$ cat config.mk
export PLATFORM = sky130hd
export DESIGN_NAME = ycbcr_444_to_422_flat
export DESIGN_NICKNAME = d
export VERILOG_FILES = /design/src/rtl/ycbcr_444_to_422_if.sv /design/src/rtl/ycbcr_444_to_422.sv /design/src/flat_wrapper.sv
export SDC_FILE = /design/constraint.sdc
export NUM_CORES = 1
export LEC_CHECK = 0
export BUFFER_PORTS_ARGS = -buffer_cell sky130_fd_sc_hd__buf_2
export CAP_MARGIN = 40
export CELL_PAD_IN_SITES_DETAIL_PLACEMENT = 0
export CELL_PAD_IN_SITES_GLOBAL_PLACEMENT = 1
export CORE_ASPECT_RATIO = 1.25
export CORE_MARGIN = 2
export CORE_UTILIZATION = 30
export CTS_CLUSTER_DIAMETER = 60
export CTS_CLUSTER_SIZE = 30
export DETAILED_ROUTE_END_ITERATION = 7
export PLACE_DENSITY = 0.6
export SLEW_MARGIN = 20
export SYNTH_ARGS = -nofsm -noshare
export SYNTH_HDL_FRONTEND = slang
export SYNTH_SLANG_ARGS = --single-unit
$ cat constraint.sdc
create_clock -name in_clock -period 3.2 [get_ports in_clock]
set_clock_uncertainty 0.05 [all_clocks]
set_input_delay 0.16 -clock in_clock [delete_from_list [all_inputs] [get_ports in_clock]]
set_output_delay 0.16 -clock in_clock [all_outputs]
set_load 0.01 [all_outputs]
$ cat src/rtl/ycbcr_444_to_422_if.sv
// Stream bundle for the 4:4:4 -> 4:2:2 chroma subsampler: pixel input side and
// interleaved 16-bit output side. Both sides transfer a beat when valid && ready.
interface ycbcr_444_to_422_if;
    logic [7:0]  in_y;
    logic [7:0]  in_cb;
    logic [7:0]  in_cr;
    logic        in_valid;
    logic        in_sof;
    logic        in_eol;
    logic        in_ready;
    logic [15:0] out_data;
    logic        out_valid;
    logic        out_sof;
    logic        out_eol;
    logic        out_ready;

    // Handshake: a beat moves on a rising clock edge where valid && ready are both
    // high. Valid and its payload must not change until that beat has moved.
    modport master (
        output in_y, in_cb, in_cr, in_valid, in_sof, in_eol, out_ready,
        input  in_ready, out_data, out_valid, out_sof, out_eol
    );

    modport slave (
        input  in_y, in_cb, in_cr, in_valid, in_sof, in_eol, out_ready,
        output in_ready, out_data, out_valid, out_sof, out_eol
    );
endinterface

$ cat src/rtl/ycbcr_444_to_422.sv
// Horizontal chroma subsampler: pairs 4:4:4 pixels into {Cb,Y0},{Cr,Y1} words and
// queues them in a 4-entry FIFO so sink backpressure never drops pixels.
module ycbcr_444_to_422 #(
    parameter int CHROMA_MODE = 0,
    parameter int ROUND       = 1
) (
    input  logic              in_clock,
    input  logic              in_reset,
    ycbcr_444_to_422_if.slave bus,
    output logic              dbg_phase,
    output logic [2:0]        dbg_count
);
    typedef enum logic {EVEN = 1'b0, ODD = 1'b1} phase_t;

    localparam int DEPTH = 4;

    phase_t      phase;
    logic [7:0]  held_y;
    logic [7:0]  held_cb;
    logic [7:0]  held_cr;
    logic        held_sof;

    logic [17:0] mem [DEPTH];
    logic [1:0]  wr_ptr;
    logic [1:0]  rd_ptr;
    logic [2:0]  count;
    logic        ready_en;

    logic        accept;
    logic        pop;
    logic        push;
    logic        new_even;
    logic [7:0]  cb_pair;
    logic [7:0]  cr_pair;
    logic [17:0] word0;
    logic [17:0] word1;

    function automatic logic [7:0] avg8(input logic [7:0] a, input logic [7:0] b);
        logic [8:0] s;
        s = {1'b0, a} + {1'b0, b} + 9'(ROUND);
        return 8'(s >> 1);
    endfunction

    // in_ready depends only on registers so out_ready never ripples back to the source.
    assign bus.in_ready  = ready_en && (count <= 3'd2);
    assign bus.out_valid = (count != 3'd0);
    assign {bus.out_sof, bus.out_eol, bus.out_data} = mem[rd_ptr];

    assign dbg_phase = (phase == ODD);
    assign dbg_count = count;

    always_comb begin
        accept   = bus.in_valid && bus.in_ready;
        pop      = bus.out_valid && bus.out_ready;
        new_even = (phase == EVEN) || bus.in_sof;
        if (CHROMA_MODE != 0) begin
            cb_pair = held_cb;
            cr_pair = held_cr;
        end else begin
            cb_pair = avg8(held_cb, bus.in_cb);
            cr_pair = avg8(held_cr, bus.in_cr);
        end
        // A lone even pixel at end of line is replicated to complete the pair.
        if (new_even) begin
            push  = accept && bus.in_eol;
            word0 = {bus.in_sof, 1'b0, bus.in_cb, bus.in_y};
            word1 = {1'b0, 1'b1, bus.in_cr, bus.in_y};
        end else begin
            push  = accept;
            word0 = {held_sof, 1'b0, cb_pair, held_y};
            word1 = {1'b0, bus.in_eol, cr_pair, bus.in_y};
        end
    end

    always_ff @(posedge in_clock or posedge in_reset) begin
        if (in_reset) begin
            phase    <= EVEN;
            held_y   <= '0;
            held_cb  <= '0;
            held_cr  <= '0;
            held_sof <= 1'b0;
            wr_ptr   <= '0;
            rd_ptr   <= '0;
            count    <= '0;
            ready_en <= 1'b0;
            for (int i = 0; i < DEPTH; i++) begin
                mem[i] <= '0;
            end
        end else begin
            ready_en <= 1'b1;
            if (push) begin
                mem[wr_ptr]        <= word0;
                mem[wr_ptr + 2'd1] <= word1;
                wr_ptr             <= wr_ptr + 2'd2;
            end
            if (pop) begin
                rd_ptr <= rd_ptr + 2'd1;
            end
            count <= count + (push ? 3'd2 : 3'd0) - (pop ? 3'd1 : 3'd0);
            // An sof seen mid-pair abandons the held pixel and restarts as even.
            if (accept) begin
                if (new_even) begin
                    held_y   <= bus.in_y;
                    held_cb  <= bus.in_cb;
                    held_cr  <= bus.in_cr;
                    held_sof <= bus.in_sof;
                    phase    <= bus.in_eol ? EVEN : ODD;
                end else begin
                    phase <= EVEN;
                end
            end
        end
    end
endmodule

$ cat src/flat_wrapper.sv
// flat-port wrapper written by rule: the top's interface ports become plain ports
module ycbcr_444_to_422_flat 
#(
    parameter int CHROMA_MODE = 0,
    parameter int ROUND       = 1
)
  (in_clock, in_reset, dbg_phase, dbg_count, bus_in_y, bus_in_cb, bus_in_cr, bus_in_valid, bus_in_sof, bus_in_eol, bus_out_ready, bus_in_ready, bus_out_data, bus_out_valid, bus_out_sof, bus_out_eol);
  ycbcr_444_to_422_if bus_i ();
  input  logic in_clock;
  input  logic in_reset;
  output logic dbg_phase;
  output logic [2:0] dbg_count;
  input wire logic [$bits(bus_i.in_y)-1:0] bus_in_y;
  input wire logic [$bits(bus_i.in_cb)-1:0] bus_in_cb;
  input wire logic [$bits(bus_i.in_cr)-1:0] bus_in_cr;
  input wire logic [$bits(bus_i.in_valid)-1:0] bus_in_valid;
  input wire logic [$bits(bus_i.in_sof)-1:0] bus_in_sof;
  input wire logic [$bits(bus_i.in_eol)-1:0] bus_in_eol;
  input wire logic [$bits(bus_i.out_ready)-1:0] bus_out_ready;
  output wire logic [$bits(bus_i.in_ready)-1:0] bus_in_ready;
  output wire logic [$bits(bus_i.out_data)-1:0] bus_out_data;
  output wire logic [$bits(bus_i.out_valid)-1:0] bus_out_valid;
  output wire logic [$bits(bus_i.out_sof)-1:0] bus_out_sof;
  output wire logic [$bits(bus_i.out_eol)-1:0] bus_out_eol;
  assign bus_i.in_y = bus_in_y;
  assign bus_i.in_cb = bus_in_cb;
  assign bus_i.in_cr = bus_in_cr;
  assign bus_i.in_valid = bus_in_valid;
  assign bus_i.in_sof = bus_in_sof;
  assign bus_i.in_eol = bus_in_eol;
  assign bus_i.out_ready = bus_out_ready;
  assign bus_in_ready = bus_i.in_ready;
  assign bus_out_data = bus_i.out_data;
  assign bus_out_valid = bus_i.out_valid;
  assign bus_out_sof = bus_i.out_sof;
  assign bus_out_eol = bus_i.out_eol;
  ycbcr_444_to_422 #(.CHROMA_MODE(CHROMA_MODE), .ROUND(ROUND)) u_core (.in_clock(in_clock), .in_reset(in_reset), .bus(bus_i), .dbg_phase(dbg_phase), .dbg_count(dbg_count));
endmodule
* After elaboration in Yosys (flattened, before gate mapping)
Cells that the tools add are included.
** Cells by class
- Bitwise gates (word level) :: 4
- Mux-type cells :: 16
- $lt $le $gt $ge :: 6
- Shifts and indexed selects :: 0
- Add/sub/neg operators :: 9
- $mul :: 0
- Divide/modulo/power cells :: 0
- Reductions and logical operators :: 9
- Equal/unequal tests :: 0
** Operator list (number)
- $bwmux W72 :: 2
- $mux W18 :: 5
- $demux W18 S2 :: 2
- $bmux W18 S2 :: 1
- $add A8 B8 Y9 :: 2
- $add A9 B1 Y9 const B :: 2
- $mux W17 :: 1
- $ge A3 B3 Y1 const B :: 3
- $not A2 Y3 :: 3
- $logic_and A1 B1 Y1 :: 6
- $lt A3 B1 Y1 const B :: 2
- $add A2 B1 Y2 const B :: 2
- $mux W1 :: 4
- $add A3 B3 Y3 :: 1
- $le A3 B2 Y1 const B :: 1
- $reduce_bool A3 Y1 :: 1
- $sub A3 B3 Y3 :: 1
- $add A2 B2 Y2 const B :: 1
- $mux W2 :: 1
- $reduce_and A2 Y1 :: 1
- $logic_or A1 B1 Y1 :: 1
- $not A1 Y1 :: 1
** Word-level totals
- Bits of input ports :: 30
- Flip-flop bits (word level) :: 106
- Memories :: 0
- Logic and storage cells :: 57
- Memory bits (read-only) :: 0
- Bits in writable memories :: 0
- Bits in latches :: 0
- Output and inout bits :: 24

* Depth between registers and ports, before layout
- Depth in word-level cells :: 8
- Gate-level depth with buffers :: 7
- Depth with buffers taken out :: 7

* Worst setup path after synthesis
Ideal clock, no wire load.
- Path kind :: flip-flop to flip-flop
- Start point :: register u_core.held_cr[0]
- End point :: register u_core.mem[51] (netlist bit)
- Library setup time :: 0.140 ns
- Required time :: 3.010 ns
- Buffers on the path :: 0
- Stages on the path, launching flop included :: 8
- Arrival :: 2.073 ns
- Period minus slack after synthesis :: 2.263 ns
- Path slack :: 0.937 ns
- Path through :: dfrtp_1 > or2_2 > fa_1 > a211oi_1 > o21ai_0 > and4b_1 > a2111oi_1 > o31ai_1
** Between the ends
- Cells in the longest elaborated chain, start to end :: 4
** RTL lines
- start: declaration :: RTL line ycbcr_444_to_422.sv:20 : logic [7:0] held_cr;
- start signal: assignment :: RTL line ycbcr_444_to_422.sv:105 : held_cr <= bus.in_cr;
- $add A8 B8 Y9 :: RTL line ycbcr_444_to_422.sv:40 : s = {1'b0, a} + {1'b0, b} + 9'(ROUND);
- $add A9 B1 Y9 :: RTL line ycbcr_444_to_422.sv:40
- $mux W17 :: RTL line ycbcr_444_to_422.sv:64 : if (new_even) begin
- $bwmux W72 :: RTL line ycbcr_444_to_422.sv:93 : mem[wr_ptr + 2'd1] <= word1;
- end signal: indexed assignment :: RTL line ycbcr_444_to_422.sv:92 : mem[wr_ptr] <= word0;
- end signal: indexed assignment :: RTL line ycbcr_444_to_422.sv:93
- end: declaration :: RTL line ycbcr_444_to_422.sv:23 : logic [17:0] mem [DEPTH];
Every way passes these cells.
A chain may end at the register's enable or synchronous reset.

* Final worst setup path
Ends and elaborated chain as after synthesis.

==> results.sh <==
export IMPL_synth_simple_area_share=0.149
export IMPL_cts_hold_repair_buffers=8
export IMPL_crit_chain="or2_2 -> fa_1 -> a211oi_1 -> o21ai_0 -> and4b_1 -> a2111oi_1 -> o31ai_1"
export IMPL_drtIter0Drc=244
export IMPL_synth_compound_area_frac=0.111
export IMPL_io_pins=54
export IMPL_start_util=0.305
export IMPL_core_area_um2=16700
export IMPL_wl_per_cell_um=15.8
export IMPL_slew_limit_headroom=0.549
export IMPL_cts_max_level=3
export IMPL_syn_to_final_growth_pct=18.9
export IMPL_drt_first_pass_iters=6
export IMPL_wl_mm=12.0
export IMPL_clk_pin_slew_ns=0.08
export IMPL_fin_ws_ns=0.717
export IMPL_ys_warn_count=0
export IMPL_slowest_delay_ns=0.42
export IMPL_dieHeight_um=150
export IMPL_report_final_slew_viol_count=0
export IMPL_synthMuxAreaShare=0.151
export IMPL_grt_usage=0.144
export IMPL_cts_repair_resized=0
export IMPL_status="complete, no violations"
export IMPL_avgSynthCellArea_um2=10.7
export IMPL_clock_sinks=101
export IMPL_multi_input_area_um2=2430
export IMPL_fp_dieW_um=121
export IMPL_crit_fanout=3
export IMPL_critical_path_class="reg2reg"
export IMPL_vias=3746
export IMPL_yosysSeqAreaShare=0.495
export IMPL_synth_edf_count=0
export IMPL_cts_tree="done"
export IMPL_grt_pass1_vias=3783
export IMPL_fmax_mhz=403
export IMPL_start_kind="register"
export IMPL_critPathSlowestCell="fa_1"
export IMPL_drive_gt1_frac=0.253
export IMPL_finalSetupViolCount=0
export IMPL_fin_nets=584
export IMPL_clockBufferDepth=2
export IMPL_yosysUniqueCellTypes=53
export IMPL_clock_root_buffer="clkbuf_16"
export IMPL_max_cap_viol_count=0
export IMPL_finalCritPeriodShare=0.776
export IMPL_fill_cells=1713
export IMPL_drc=0
export IMPL_utilization=0.363
export IMPL_p_per_area_nw_per_um2=979
export IMPL_synth_top_family_by_area="multiplexers"
export IMPL_place_ws_ns=0.709
export IMPL_ir_drop_v=0.000361
export IMPL_synth_nets=524
export IMPL_cts_setup_buffers=0
export IMPL_dp_hpwl_mm=8.52
export IMPL_cp_end_kind="register"
export IMPL_routed_via_density=4.92
export IMPL_synthArstFlopShare=1.00
export IMPL_synthAdderAreaFrac=0.0471
export IMPL_grt_antenna_before_repair=0
export IMPL_syn_inst=476
export IMPL_max_slew_worst_pin_slew_ns=0.676
export IMPL_grt_max_degree=58
export IMPL_dieArea_um2=18100
export IMPL_worstPathRequired_ns=3.37
export IMPL_critPathArrivalTime_ns=2.65
export IMPL_ys_ff_latch=101
export IMPL_synth_xor_area_frac=0.0155
export IMPL_rows=53
export IMPL_fin_crit_ns=2.48
export IMPL_synth_ff_type="dfrtp_1"
export IMPL_cts_made_buffers=9
export IMPL_antenna_cells=0
export IMPL_worstSkewPairLatency_ns=0.35
export IMPL_synth_area_um2=5100
export IMPL_grt_overflow=0
export IMPL_p_leak_nw=2.79
export IMPL_port_buffers=53
export IMPL_hold_viol=0
export IMPL_hold_path_class="in2reg"
export IMPL_postRouteAntennaNets=0
export IMPL_grt_pass1_wl_mm=19.9
export IMPL_place_congestion=0.746
export IMPL_grt_setup_unrepaired="no"
export IMPL_register_area_um2=2530
export IMPL_setup_tns_ns=0
## cells in the mapped netlist (4+ instances only)
| master | instances | area, µm² |
|---|---|---|
| ha_1 | 16 | 200 |
| buf_2 | 17 | 85.1 |
| o21ai_1 | 20 | 100 |
| nor2_1 | 18 | 67.6 |
| dfrtp_1 | 101 | 2530 |
| a21oi_1 | 13 | 65.1 |
| o31ai_1 | 4 | 30.0 |
| xnor2_1 | 7 | 61.3 |
| o21ai_0 | 29 | 145 |
| buf_4 | 5 | 37.5 |
| a211oi_1 | 6 | 45.0 |
| a31oi_1 | 4 | 25.0 |
| mux4_2 | 16 | 360 |
| mux2_2 | 24 | 270 |
| nand3_1 | 7 | 35.0 |
| or4_1 | 4 | 30.0 |
| nand2_1 | 109 | 409 |
| inv_1 | 5 | 18.8 |
| nor3_1 | 8 | 40.0 |
| mux2i_1 | 14 | 140 |
## sequential cells by signal, summed over array words and instances (netlist names)
| signal | flops |
|---|---|
| u_core.dbg_count | 3 |
| u_core.dbg_phase | 1 |
| u_core.held_cb | 8 |
| u_core.held_cr | 8 |
| u_core.held_sof | 1 |
| u_core.held_y | 8 |
| u_core.mem | 68 |
| u_core.rd_ptr | 2 |
| u_core.ready_en | 1 |
| u_core.wr_ptr | 1 |
## metrics by stage
stage	area (µm²)	hold WS (ns)	std cells	power, mW
detailed placement	5640	0.303	736	4.85
CTS	6040	0.000807	760	6.04
floorplan	5100	0.215	476	4.03
finish	6060	0.0155	761	5.94
global placement	5620	0.301	734	4.77
global route	6060	0.0140	761	6.42
## path summary, 6_finish.rpt
check,from,end,slack (ns),cells past startpoint
setup / recovery,u_core.held_cr[0],u_core.mem[51],0.72,7
hold / removal,bus_in_y[0],u_core.mem[36],0.02,3
setup reg to reg,u_core.held_cr[0],u_core.mem[51],0.72,7
hold reg to reg,u_core.mem[1],u_core.mem[1],0.42,2
max in group asynchronous,in_reset,u_core.held_y[7],2.16,5
min in group asynchronous,in_reset,u_core.held_cb[0],0.19,3
## power breakdown
part           leakage [nW]  switching (mW)  internal, mW  total, mW
clock network         0.150           0.531         0.625       1.16
registers              1.25           0.396          1.87       2.27
logic                  1.39            1.27          1.24       2.51
total                  2.79            2.20          3.73       5.94
## worst max-delay path: cells and delay by family (launching register included)
family | cells | cell delay [ns]
DFF | 1 | 0.39
adders and majority gates | 1 | 0.42
AOI/OAI and AO/OA | 4 | 0.99
and+or+nand+nor | 2 | 0.48
## placed cells by master (no fill, tap or decap), types with 4 or more instances in the layout
cell type	count
mux2_2	24
nor2_1	18
mux4_2	16
clkbuf_16	9
nand2_1	109
dfrtp_1	101
o21ai_0	29
dlygate4sd3_1	8
nand3_1	7
nor3_1	8
or4_1	4
a31oi_1	4
o31ai_1	4
inv_6	4
mux2i_1	14
o21ai_1	20
ha_1	16
a21oi_1	13
inv_1	4
a211oi_1	6
buf_4	10
xnor2_1	7
buf_2	53
## layout make-up
cell class	instances	share of cell area
flip-flops and latches	101	0.417
multi-input cells	344	0.400
inverters	5	0.00351
clock inverters	7	0.0147
repair buffers	75	0.0823
well taps	220	0.0454
clock buffers	9	0.0371
## cell families (layout without fill, tap and decap cells)
| kind of cell | count (synthesis) | in the layout |
|---|---|---|
| muxes | 54 | 54 |
| adders and majority gates | 18 | 18 |
| xor gates and xnor gates | 9 | 9 |
| other | 1 | 1 |
| AOI/OAI and AO/OA | 92 | 92 |
| DFF | 101 | 101 |
| buffers and inverters | 31 | 96 |
| and+or+nand+nor | 170 | 170 |
## per-layer routing
metal	up-vias	share of wire	wire [µm]	global-route usage
li1	1811	-	-	-
met1	1857	0.46	5570	0.182
met2	68	0.48	5820	0.242
met3	10	0.034	408	0.0248
met4	0	0.019	226	0.0610
met5	-	0	0	0
No activity file was read; power rests on OpenSTA's default activity.
